--- config.mk ---
export PLATFORM = sky130hd
export DESIGN_NAME = frag_queue_write_flat
export DESIGN_NICKNAME = d
export VERILOG_FILES = /design/src/rtl/frag_queue_write_if.sv /design/src/rtl/frag_queue_write.sv /design/src/flat_wrapper.sv
export SDC_FILE = /design/constraint.sdc
export NUM_CORES = 2
export LEC_CHECK = 0
export CORE_UTILIZATION = 35
export CTS_CLUSTER_DIAMETER = 30
export DETAILED_ROUTE_END_ITERATION = 7
export PLACE_DENSITY = 0.52
export REMOVE_ABC_BUFFERS = 1
export SLEW_MARGIN = 20
export SYNTH_ARGS = -nofsm -noshare
export SYNTH_HDL_FRONTEND = slang
export SYNTH_SLANG_ARGS = --single-unit
--- constraint.sdc ---
create_clock -name i_clk -period 7.2 [get_ports i_clk]
set_input_delay 1.44 -clock i_clk [delete_from_list [all_inputs] [get_ports i_clk]]
set_output_delay 1.44 -clock i_clk [all_outputs]
set_load 0.01 [all_outputs]
--- src/rtl/frag_queue_write_if.sv ---
// Bundle of fragment-in, queue-RAM-write, drop-release and queue-free signals for frag_queue_write.
// The master side is the upstream/downstream environment; the slave side is the queue writer.
interface frag_queue_write_if;
    logic        i_frag_wr;
    logic [13:0] iv_frag_flowid;
    logic [3:0]  iv_frag_seq;
    logic        i_frag_last;
    logic [8:0]  iv_frag_bufid;
    logic        o_queue_ram_wr;
    logic [8:0]  ov_queue_ram_waddr;
    logic [9:0]  ov_queue_ram_wdata;
    logic [31:0] ov_queue_empty;
    logic [4:0]  iv_queue_id_free;
    logic        i_queue_id_free_wr;
    logic        o_drop_bufid_wr;
    logic [8:0]  ov_drop_bufid;

    modport master (
        output i_frag_wr, iv_frag_flowid, iv_frag_seq, i_frag_last, iv_frag_bufid,
        output iv_queue_id_free, i_queue_id_free_wr,
        input  o_queue_ram_wr, ov_queue_ram_waddr, ov_queue_ram_wdata, ov_queue_empty,
        input  o_drop_bufid_wr, ov_drop_bufid
    );

    modport slave (
        input  i_frag_wr, iv_frag_flowid, iv_frag_seq, i_frag_last, iv_frag_bufid,
        input  iv_queue_id_free, i_queue_id_free_wr,
        output o_queue_ram_wr, ov_queue_ram_waddr, ov_queue_ram_wdata, ov_queue_empty,
        output o_drop_bufid_wr, ov_drop_bufid
    );
endinterface

--- src/rtl/frag_queue_write.sv ---
// Reassembly queue writer: maps fragments to per-flow queues, writes them into the queue RAM,
// and flags a queue non-empty once every fragment up to the last one has arrived.
module frag_queue_write (
    input  logic             i_clk,
    input  logic             i_rst_n,
    frag_queue_write_if.slave bus
);

    logic [31:0] valid_q, valid_d;
    logic [31:0] free_q, free_d;
    logic [31:0] empty_q, empty_d;
    logic [31:0] last_known_q, last_known_d;
    logic [13:0] tag_q [32];
    logic [13:0] tag_d [32];
    logic [15:0] bitmap_q [32];
    logic [15:0] bitmap_d [32];
    logic [3:0]  last_seq_q [32];
    logic [3:0]  last_seq_d [32];

    logic        ram_wr_q, ram_wr_d;
    logic [8:0]  ram_waddr_q, ram_waddr_d;
    logic [9:0]  ram_wdata_q, ram_wdata_d;
    logic        drop_wr_q, drop_wr_d;
    logic [8:0]  drop_bufid_q, drop_bufid_d;
    logic        complete_q, complete_d;
    logic [4:0]  complete_qid_q, complete_qid_d;

    logic [31:0] hit_vec;
    logic        hit;
    logic [4:0]  hit_qid;
    logic        any_free;
    logic [4:0]  alloc_qid;
    logic [4:0]  sel_qid;
    logic [15:0] base_bm;
    logic        base_lk;
    logic [3:0]  base_ls;
    logic        reject;
    logic [15:0] new_bm;
    logic        new_lk;
    logic [3:0]  new_ls;
    logic [15:0] done_mask;
    logic        done;

    function automatic logic [4:0] lowest_set(input logic [31:0] v);
        logic [4:0] idx;
        idx = 5'd0;
        for (int i = 31; i >= 0; i--) begin
            if (v[i]) idx = i[4:0];
        end
        return idx;
    endfunction

    // Tag lookup and candidate update for the incoming fragment, independent of the strobe.
    always_comb begin
        for (int i = 0; i < 32; i++) begin
            hit_vec[i] = valid_q[i] && (tag_q[i] == bus.iv_frag_flowid);
        end
        hit       = |hit_vec;
        hit_qid   = lowest_set(hit_vec);
        any_free  = |free_q;
        alloc_qid = lowest_set(free_q);
        sel_qid   = hit ? hit_qid : alloc_qid;
        base_bm   = hit ? bitmap_q[hit_qid] : 16'h0000;
        base_lk   = hit ? last_known_q[hit_qid] : 1'b0;
        base_ls   = hit ? last_seq_q[hit_qid] : 4'd0;
        reject    = hit ? (base_bm[bus.iv_frag_seq] || (base_lk && (bus.iv_frag_seq > base_ls)))
                        : !any_free;
        new_bm    = base_bm | (16'h0001 << bus.iv_frag_seq);
        new_lk    = base_lk | bus.i_frag_last;
        new_ls    = bus.i_frag_last ? bus.iv_frag_seq : base_ls;
        done_mask = 16'hFFFF >> (4'd15 - new_ls);
        done      = new_lk && (new_bm == done_mask);
    end

    always_comb begin
        valid_d        = valid_q;
        free_d         = free_q;
        empty_d        = empty_q;
        last_known_d   = last_known_q;
        tag_d          = tag_q;
        bitmap_d       = bitmap_q;
        last_seq_d     = last_seq_q;
        ram_wr_d       = 1'b0;
        ram_waddr_d    = ram_waddr_q;
        ram_wdata_d    = ram_wdata_q;
        drop_wr_d      = 1'b0;
        drop_bufid_d   = drop_bufid_q;
        complete_d     = 1'b0;
        complete_qid_d = complete_qid_q;

        if (complete_q) empty_d[complete_qid_q] = 1'b0;

        if (bus.i_frag_wr) begin
            if (reject) begin
                drop_wr_d    = 1'b1;
                drop_bufid_d = bus.iv_frag_bufid;
            end else begin
                // A completed queue leaves the tag table so the flow's next packet gets a fresh queue.
                valid_d[sel_qid]      = !done;
                free_d[sel_qid]       = 1'b0;
                tag_d[sel_qid]        = bus.iv_frag_flowid;
                bitmap_d[sel_qid]     = new_bm;
                last_known_d[sel_qid] = new_lk;
                last_seq_d[sel_qid]   = new_ls;
                ram_wr_d              = 1'b1;
                ram_waddr_d           = {sel_qid, bus.iv_frag_seq};
                ram_wdata_d           = {bus.i_frag_last, bus.iv_frag_bufid};
                complete_d            = done;
                complete_qid_d        = sel_qid;
            end
        end

        // Allocation above used the pre-free bitmap; the release lands last so it wins.
        if (bus.i_queue_id_free_wr && !free_q[bus.iv_queue_id_free]) begin
            free_d[bus.iv_queue_id_free]       = 1'b1;
            empty_d[bus.iv_queue_id_free]      = 1'b1;
            valid_d[bus.iv_queue_id_free]      = 1'b0;
            bitmap_d[bus.iv_queue_id_free]     = 16'h0000;
            last_known_d[bus.iv_queue_id_free] = 1'b0;
        end
    end

    always_ff @(posedge i_clk or negedge i_rst_n) begin
        if (!i_rst_n) begin
            valid_q        <= '0;
            free_q         <= '1;
            empty_q        <= '1;
            last_known_q   <= '0;
            for (int i = 0; i < 32; i++) begin
                tag_q[i]      <= '0;
                bitmap_q[i]   <= '0;
                last_seq_q[i] <= '0;
            end
            ram_wr_q       <= 1'b0;
            ram_waddr_q    <= '0;
            ram_wdata_q    <= '0;
            drop_wr_q      <= 1'b0;
            drop_bufid_q   <= '0;
            complete_q     <= 1'b0;
            complete_qid_q <= '0;
        end else begin
            valid_q        <= valid_d;
            free_q         <= free_d;
            empty_q        <= empty_d;
            last_known_q   <= last_known_d;
            tag_q          <= tag_d;
            bitmap_q       <= bitmap_d;
            last_seq_q     <= last_seq_d;
            ram_wr_q       <= ram_wr_d;
            ram_waddr_q    <= ram_waddr_d;
            ram_wdata_q    <= ram_wdata_d;
            drop_wr_q      <= drop_wr_d;
            drop_bufid_q   <= drop_bufid_d;
            complete_q     <= complete_d;
            complete_qid_q <= complete_qid_d;
        end
    end

    assign bus.o_queue_ram_wr     = ram_wr_q;
    assign bus.ov_queue_ram_waddr = ram_waddr_q;
    assign bus.ov_queue_ram_wdata = ram_wdata_q;
    assign bus.ov_queue_empty     = empty_q;
    assign bus.o_drop_bufid_wr    = drop_wr_q;
    assign bus.ov_drop_bufid      = drop_bufid_q;

endmodule

--- src/flat_wrapper.sv ---
// flat-port wrapper written by rule: the top's interface ports become plain ports
module frag_queue_write_flat 
  (i_clk, i_rst_n, bus_i_frag_wr, bus_iv_frag_flowid, bus_iv_frag_seq, bus_i_frag_last, bus_iv_frag_bufid, bus_iv_queue_id_free, bus_i_queue_id_free_wr, bus_o_queue_ram_wr, bus_ov_queue_ram_waddr, bus_ov_queue_ram_wdata, bus_ov_queue_empty, bus_o_drop_bufid_wr, bus_ov_drop_bufid);
  frag_queue_write_if bus_i ();
  input  logic i_clk;
  input  logic i_rst_n;
  input wire logic [$bits(bus_i.i_frag_wr)-1:0] bus_i_frag_wr;
  input wire logic [$bits(bus_i.iv_frag_flowid)-1:0] bus_iv_frag_flowid;
  input wire logic [$bits(bus_i.iv_frag_seq)-1:0] bus_iv_frag_seq;
  input wire logic [$bits(bus_i.i_frag_last)-1:0] bus_i_frag_last;
  input wire logic [$bits(bus_i.iv_frag_bufid)-1:0] bus_iv_frag_bufid;
  input wire logic [$bits(bus_i.iv_queue_id_free)-1:0] bus_iv_queue_id_free;
  input wire logic [$bits(bus_i.i_queue_id_free_wr)-1:0] bus_i_queue_id_free_wr;
  output wire logic [$bits(bus_i.o_queue_ram_wr)-1:0] bus_o_queue_ram_wr;
  output wire logic [$bits(bus_i.ov_queue_ram_waddr)-1:0] bus_ov_queue_ram_waddr;
  output wire logic [$bits(bus_i.ov_queue_ram_wdata)-1:0] bus_ov_queue_ram_wdata;
  output wire logic [$bits(bus_i.ov_queue_empty)-1:0] bus_ov_queue_empty;
  output wire logic [$bits(bus_i.o_drop_bufid_wr)-1:0] bus_o_drop_bufid_wr;
  output wire logic [$bits(bus_i.ov_drop_bufid)-1:0] bus_ov_drop_bufid;
  assign bus_i.i_frag_wr = bus_i_frag_wr;
  assign bus_i.iv_frag_flowid = bus_iv_frag_flowid;
  assign bus_i.iv_frag_seq = bus_iv_frag_seq;
  assign bus_i.i_frag_last = bus_i_frag_last;
  assign bus_i.iv_frag_bufid = bus_iv_frag_bufid;
  assign bus_i.iv_queue_id_free = bus_iv_queue_id_free;
  assign bus_i.i_queue_id_free_wr = bus_i_queue_id_free_wr;
  assign bus_o_queue_ram_wr = bus_i.o_queue_ram_wr;
  assign bus_ov_queue_ram_waddr = bus_i.ov_queue_ram_waddr;
  assign bus_ov_queue_ram_wdata = bus_i.ov_queue_ram_wdata;
  assign bus_ov_queue_empty = bus_i.ov_queue_empty;
  assign bus_o_drop_bufid_wr = bus_i.o_drop_bufid_wr;
  assign bus_ov_drop_bufid = bus_i.ov_drop_bufid;
  frag_queue_write u_core (.i_clk(i_clk), .i_rst_n(i_rst_n), .bus(bus_i));
endmodule
# == After elaboration in Yosys (flattened, before gate mapping) ==
# Cells that the tools add are included.
# word_totals
input_bits,37
register_bits,1252
out_inout_bits,62
elab_cells,343
# classes
muxes,121
add_sub_neg,1
n_reduce_logical,48
n_lt_le_gt_ge,14
n_eq_ne,33
n_bitwise,17
shift,2
# op_table
operator,n
two-way mux 512 bit,3
bitwise AND 512 bit,1
bitwise mux 512 bit,1
inverter 512 bit,1
bitwise mux 448 bit,1
== test 14 bit,32
two-way mux 32 bit,11
two-way mux 5 bit,65
demux 16 bit (select 5 bit),2
bitwise AND 32 bit,4
bitwise mux 128 bit,1
inverter 32 bit,3
binary-select mux 16 bit (select 5 bit),1
two-way mux 16 bit,5
demux 14 bit (select 5 bit),1
bitwise mux 32 bit,2
OR 32 bit,2
OR reduction 32 bit,2
logical AND 1 bit,40
"less-than comparator 5 x 6 -> 1 bit, second input constant",4
binary-select mux 4 bit (select 5 bit),1
demux 4 bit (select 5 bit),1
two-way mux 4 bit,5
"greater-or-equal comparator 6 bit, second input constant",3
20 further kinds,44

# == Depth between registers and ports, before layout ==
# depth
ltp_word,50
ltp_mapped,36

# == Worst setup path after synthesis ==
# OpenSTA, ideal clock, no wires.
# synth_timing
path_type,input-to-reg
startpoint,in bus_iv_frag_flowid[8]
endpoint,reg u_core.tag_q[332] (netlist bit)
arrival_ns,7.225
path_buffers,6
stages,30
path_slack_ns,-0.153
cell_sequence,buf_4 xnor2_1 nand4_1 or4_1 a211o_1 a211o_1 a21oi_2 o211ai_2 nor2_4 buf_6 buf_6 mux2_2 a2111oi_0 o22ai_1 inv_1 ha_1 nor2b_1 o21ai_0 nand2b_1 a21oi_1 a41oi_1 o21ai_1 o311a_1 and3_1 nor3_4 buf_2 or4_1 buf_2 buf_6 mux2_1
# synth_via
elab_chain_len,45
# synth_lines
element,line_no,source
from (decl),flat_wrapper.sv:8,input wire logic [$bits(bus_i.iv_frag_flowid)-1:0] bus_iv_frag_flowid;
== test 14 bit,frag_queue_write.sv:56,hit_vec[i] = valid_q[i] && (tag_q[i] == bus.iv_frag_flowid);
logical AND 1 bit,frag_queue_write.sv:56,
two-way mux 5 bit (32 in series),frag_queue_write.sv:48,if (v[i]) idx = i[4:0];
inverter 5 -> 6 bit (not written as such),"frag_queue_write.sv:63, frag_queue_write.sv:65",
binary-select mux 16 bit (select 5 bit) or binary-select mux 4 bit (select 5 bit) (tied branches),"frag_queue_write.sv:63, frag_queue_write.sv:65",
two-way mux 16 bit (not written as such) or two-way mux 4 bit (tied branches) (2 in series),"frag_queue_write.sv:63, frag_queue_write.sv:65",
two-way mux 16 bit or two-way mux 4 bit (tied branches),"frag_queue_write.sv:63, frag_queue_write.sv:65",
binary-select mux 1 bit (select 4 bit) or > comparator 4 bit (tied branches),frag_queue_write.sv:66,reject = hit ? (base_bm[bus.iv_frag_seq] || (base_lk && (bus.iv_frag_seq > base_ls)))
two-way mux 1 bit (not written as such) or logical AND 1 bit (tied branches),frag_queue_write.sv:66,
logical OR 1 bit,frag_queue_write.sv:66,
two-way mux 1 bit,frag_queue_write.sv:66,
inverter 1 bit (no line),n/a,
AND reduction 2 bit (no line),n/a,
to (signal assigned),frag_queue_write.sv:146,tag_q <= tag_d;
to (decl),frag_queue_write.sv:13,logic [13:0] tag_q [32];
# Several ways; a longest one is shown, not always the timed one. The select of a mux whose other input is x is not followed.
# A chain may end at the register's enable or synchronous reset.

==> results.txt <==
status -> complete, but fails checks
failing checks -> negative setup slack
fin area -> 88100 µm²
I/O pins -> 99
Ys Warns -> 0
crit path kind -> input pin to flop
clk sink count -> 1247
Worst Setup End Kind -> flop
synthesized area -> 63700 µm²
CTS Buf Count -> 340
Slew Viols, Final -> 0
Leak -> 39.9 nW
final WL -> 254000 µm
final setup margin -> -0.00857 ns
Initial Utilization -> 35.3%
routed vias/inst -> 5.55
relative slew slack -> 29.7%
worst hold slack -> 0.471 ns
slowest stage cell, crit path -> a211oi_1
Setup Slack @ Placement -> -1.94 ns
CTS root buffer -> clkbuf_16
die area -> 184000 µm²
clk_skew -> 0.0995 ns
H-Tree Depth -> 5
worst vdd ir -> 0.237 mV
vias in the first global route -> 55200
hold path cells -> 2
Netlist cell types -> 96
Worst setup SP type -> input pin
Final setup viols -> 5
WL/cell -> 25.9 µm
Core Region -> 181000 µm²
Top FF cell, synth -> dfrtp_1
placed cell area -> 74200 µm²
Worst Hold Class -> flop to flop
largest net degree at the start of global routing -> 179
Final HPWL DP -> 167000 µm
Clk pwr share -> 50.7%
Post-DRT Antenna Nets -> 0
Switching Fraction -> 27.5%
hold_sp -> u_core.last_seq_q[79]
Fin. Hold Viols -> 0
CTS tree -> done
Worst-path clk slew -> 0.04 ns
Reg-to-Reg End -> u_core.bitmap_q[268]
post-synthesis cell count -> 6255
Worst EP required -> 7.95 ns
ys async rst share -> 100%
global-route wire length before repair -> 372000 µm
drt initial violations -> 5569
Final Util -> 48.8%
Worst Tran Pin Value -> 1.05 ns
Clock Path Buffers -> 4
critical path arrival -> 7.96 ns
drc violations -> 0
via count -> 54600
drt first pass iters -> 6
fin nets -> 7245
combinational power share -> 18.7%
fin crit period -> 7.21 ns
Power Density -> 350 nW/µm²
P_sw -> 8.49 mW
post-synthesis sequential area ratio -> 49.1%
die height -> 429 µm
synthesized area per cell -> 10.2 µm²
Tcrit/Tclk final -> 100%
Sequential Power Share -> 30.6%
Placer Congestion -> 0.926
Port Buffers -> 98
flops & latches, synth -> 1247
GRT Resource Usage Total -> 26.9%
cells on worst reg2reg path -> 27
row count -> 156
Die W -> 429 µm
initial antenna violation count -> 7
Hold Path Sink -> u_core.last_seq_q[79]
Worst-Skew Late Latency -> 0.95 ns
max incr delay on CP -> 0.71 ns
Internal -> 22.3 mW
maxcap violations -> 0
synth-to-layout area growth -> 38.3%
Post-synth EDFFs -> 0
R2R setup slack -> 0.41 ns
share of cells above drive strength 1 -> 29.3%
critical-path maximum fanout -> 25
fmax -> 139 MHz
gr ovfl total -> 0
RR Startpoint -> u_core.tag_q[150]
## area by class of cell
| cell class | instances | area [µm²] |
|---|---|---|
| Tap cell | 2370 | 2970 |
| Antenna cell | 3 | 7.51 |
| Inverter | 49 | 184 |
| Clock buffer | 457 | 9770 |
| Multi-Input combinational cell | 4442 | 31000 |
| Sequential cell | 1247 | 31300 |
| Fill cell | 16400 | 92600 |
| Clock inverter | 145 | 2100 |
| Timing Repair Buffer | 1124 | 10800 |
## cell usage in the layout, fill, tap and decap left out, types with 16 or more instances in the layout
cell                n
a211oi_1          111
a21o_1             32
a21oi_1           140
and3_1             33
buf_12            137
buf_4             844
buf_6              37
bufinv_16          49
clkbuf_1           44
clkbuf_16         355
clkbuf_8           65
clkdlybuf4s50_1    83
clkinv_2           52
clkinvlp_4         25
dfrtp_1          1183
dfstp_2            64
inv_1              49
mux2_1            176
mux2_2            277
mux2i_1           455
nand2_1           731
nand2b_1           16
nand3_1           172
nand4_1           199
nor2_1            698
nor2_2             30
nor2b_1            23
nor3_1            149
nor4_1             55
nor4_2             24
nor4_4             28
o211ai_1           27
o21ai_0           195
o21ai_1            45
o221ai_1           24
o22ai_1            21
or4_4              16
xnor2_1           410
xnor2_2            20
## critical path, delay by kind of cell
| kind | cells | cell delay [ns] |
|---|---|---|
| mux | 1 | 0.20 |
| compound gates | 7 | 2.26 |
| simple gates | 9 | 1.51 |
| buf+inv | 14 | 2.27 |
| xor+xnor | 1 | 0.17 |
## sequential cells by signal, indices dropped and copies added (netlist names), 5 cells and up
register                       cells
u_core.bitmap_q                  512
u_core.tag_q                     448
u_core.last_seq_q                128
u_core.bus.ov_queue_empty         32
u_core.free_q                     32
u_core.last_known_q               32
u_core.valid_q                    32
u_core.bus.ov_queue_ram_wdata     10
u_core.bus.ov_drop_bufid           9
u_core.bus.ov_queue_ram_waddr      5
## cells in the mapped netlist (152+ instances only)
master	instances	share of area, %
o21ai_0	204	1.6
mux2_2	279	4.9
dfrtp_1	1183	46
mux2i_1	459	7.2
xnor2_1	439	6.0
nand3_1	174	1.4
nand2_1	734	4.3
nor2_1	729	4.3
nor3_1	152	1.2
mux2_1	176	3.1
clkbuf_1	227	1.3
buf_2	166	1.3
nand4_1	199	2.0
## routing by layer
metal  global-route usage [%]  up-vias  wire length, µm
li1                         -    23900                -
met1                     36.8    27600           110000
met2                     41.7     2408           115000
met3                     4.92      576            19000
met4                     11.5        0            10700
met5                        0        -                0
## kinds of logic (layout without fill, tap and decap cells)
kind of cell / count (synthesis) / after routing / share of synthesized area (%)
simple gates: 2264 / 2266 / 16.4
flops: 1247 / 1247 / 49.1
mux: 923 / 923 / 15.6
compound gates: 799 / 799 / 8.20
buf+inv: 568 / 1775 / 4.50
xor+xnor: 450 / 450 / 6.18
fa+ha+maj: 4 / 4 / 0.0785
other cells: 0 / 3 / 0
## power groups by stage
stage,clock (mW),sequential (mW),combinational (mW)
after floorplan,0,9.20,3.25
after global placement,0,9.42,5.41
after detailed placement,0,9.47,5.52
after CTS,15.8,9.39,5.62
after global routing,16.2,9.57,6.21
final,15.6,9.42,5.77
## through the flow
stage	total power, mW	setup TNS [ns]	instances
2_1_floorplan	12.5	-8271.67	5736
3_3_place_gp	14.8	-2022.91	9164
3_5_place_dp	15.0	-2098.83	9165
4_1_cts	30.8	0	9785
5_1_grt	31.9	-1.23	9836
6_report	30.8	-0.0244	9837
## worst max path at each step
| stage | from | endpoint | slack (ns) | cells after the start |
|---|---|---|---|---|
| floorplan | bus_iv_frag_flowid[9] | u_core.last_seq_q[41] | -9.40 | 22 |
| global placement | bus_iv_frag_flowid[3] | u_core.bitmap_q[499] | -1.91 | 31 |
| detailed placement | bus_iv_frag_flowid[3] | u_core.tag_q[309] | -1.94 | 29 |
| CTS | bus_iv_frag_flowid[10] | u_core.bitmap_q[492] | 0.0007 | 27 |
| global route | bus_iv_frag_flowid[10] | u_core.bitmap_q[266] | -0.08 | 39 |
| finish | bus_iv_frag_flowid[10] | u_core.bitmap_q[268] | -0.009 | 32 |
## repair_timing
action	CTS	global route
setup endpoints to repair	1215	1196
buffers inserted	13	41
cloned	5	7
pin swaps	16	42
resized for setup	91	148
hold buffers	0	0
Power figures use the tool's default switching activity.
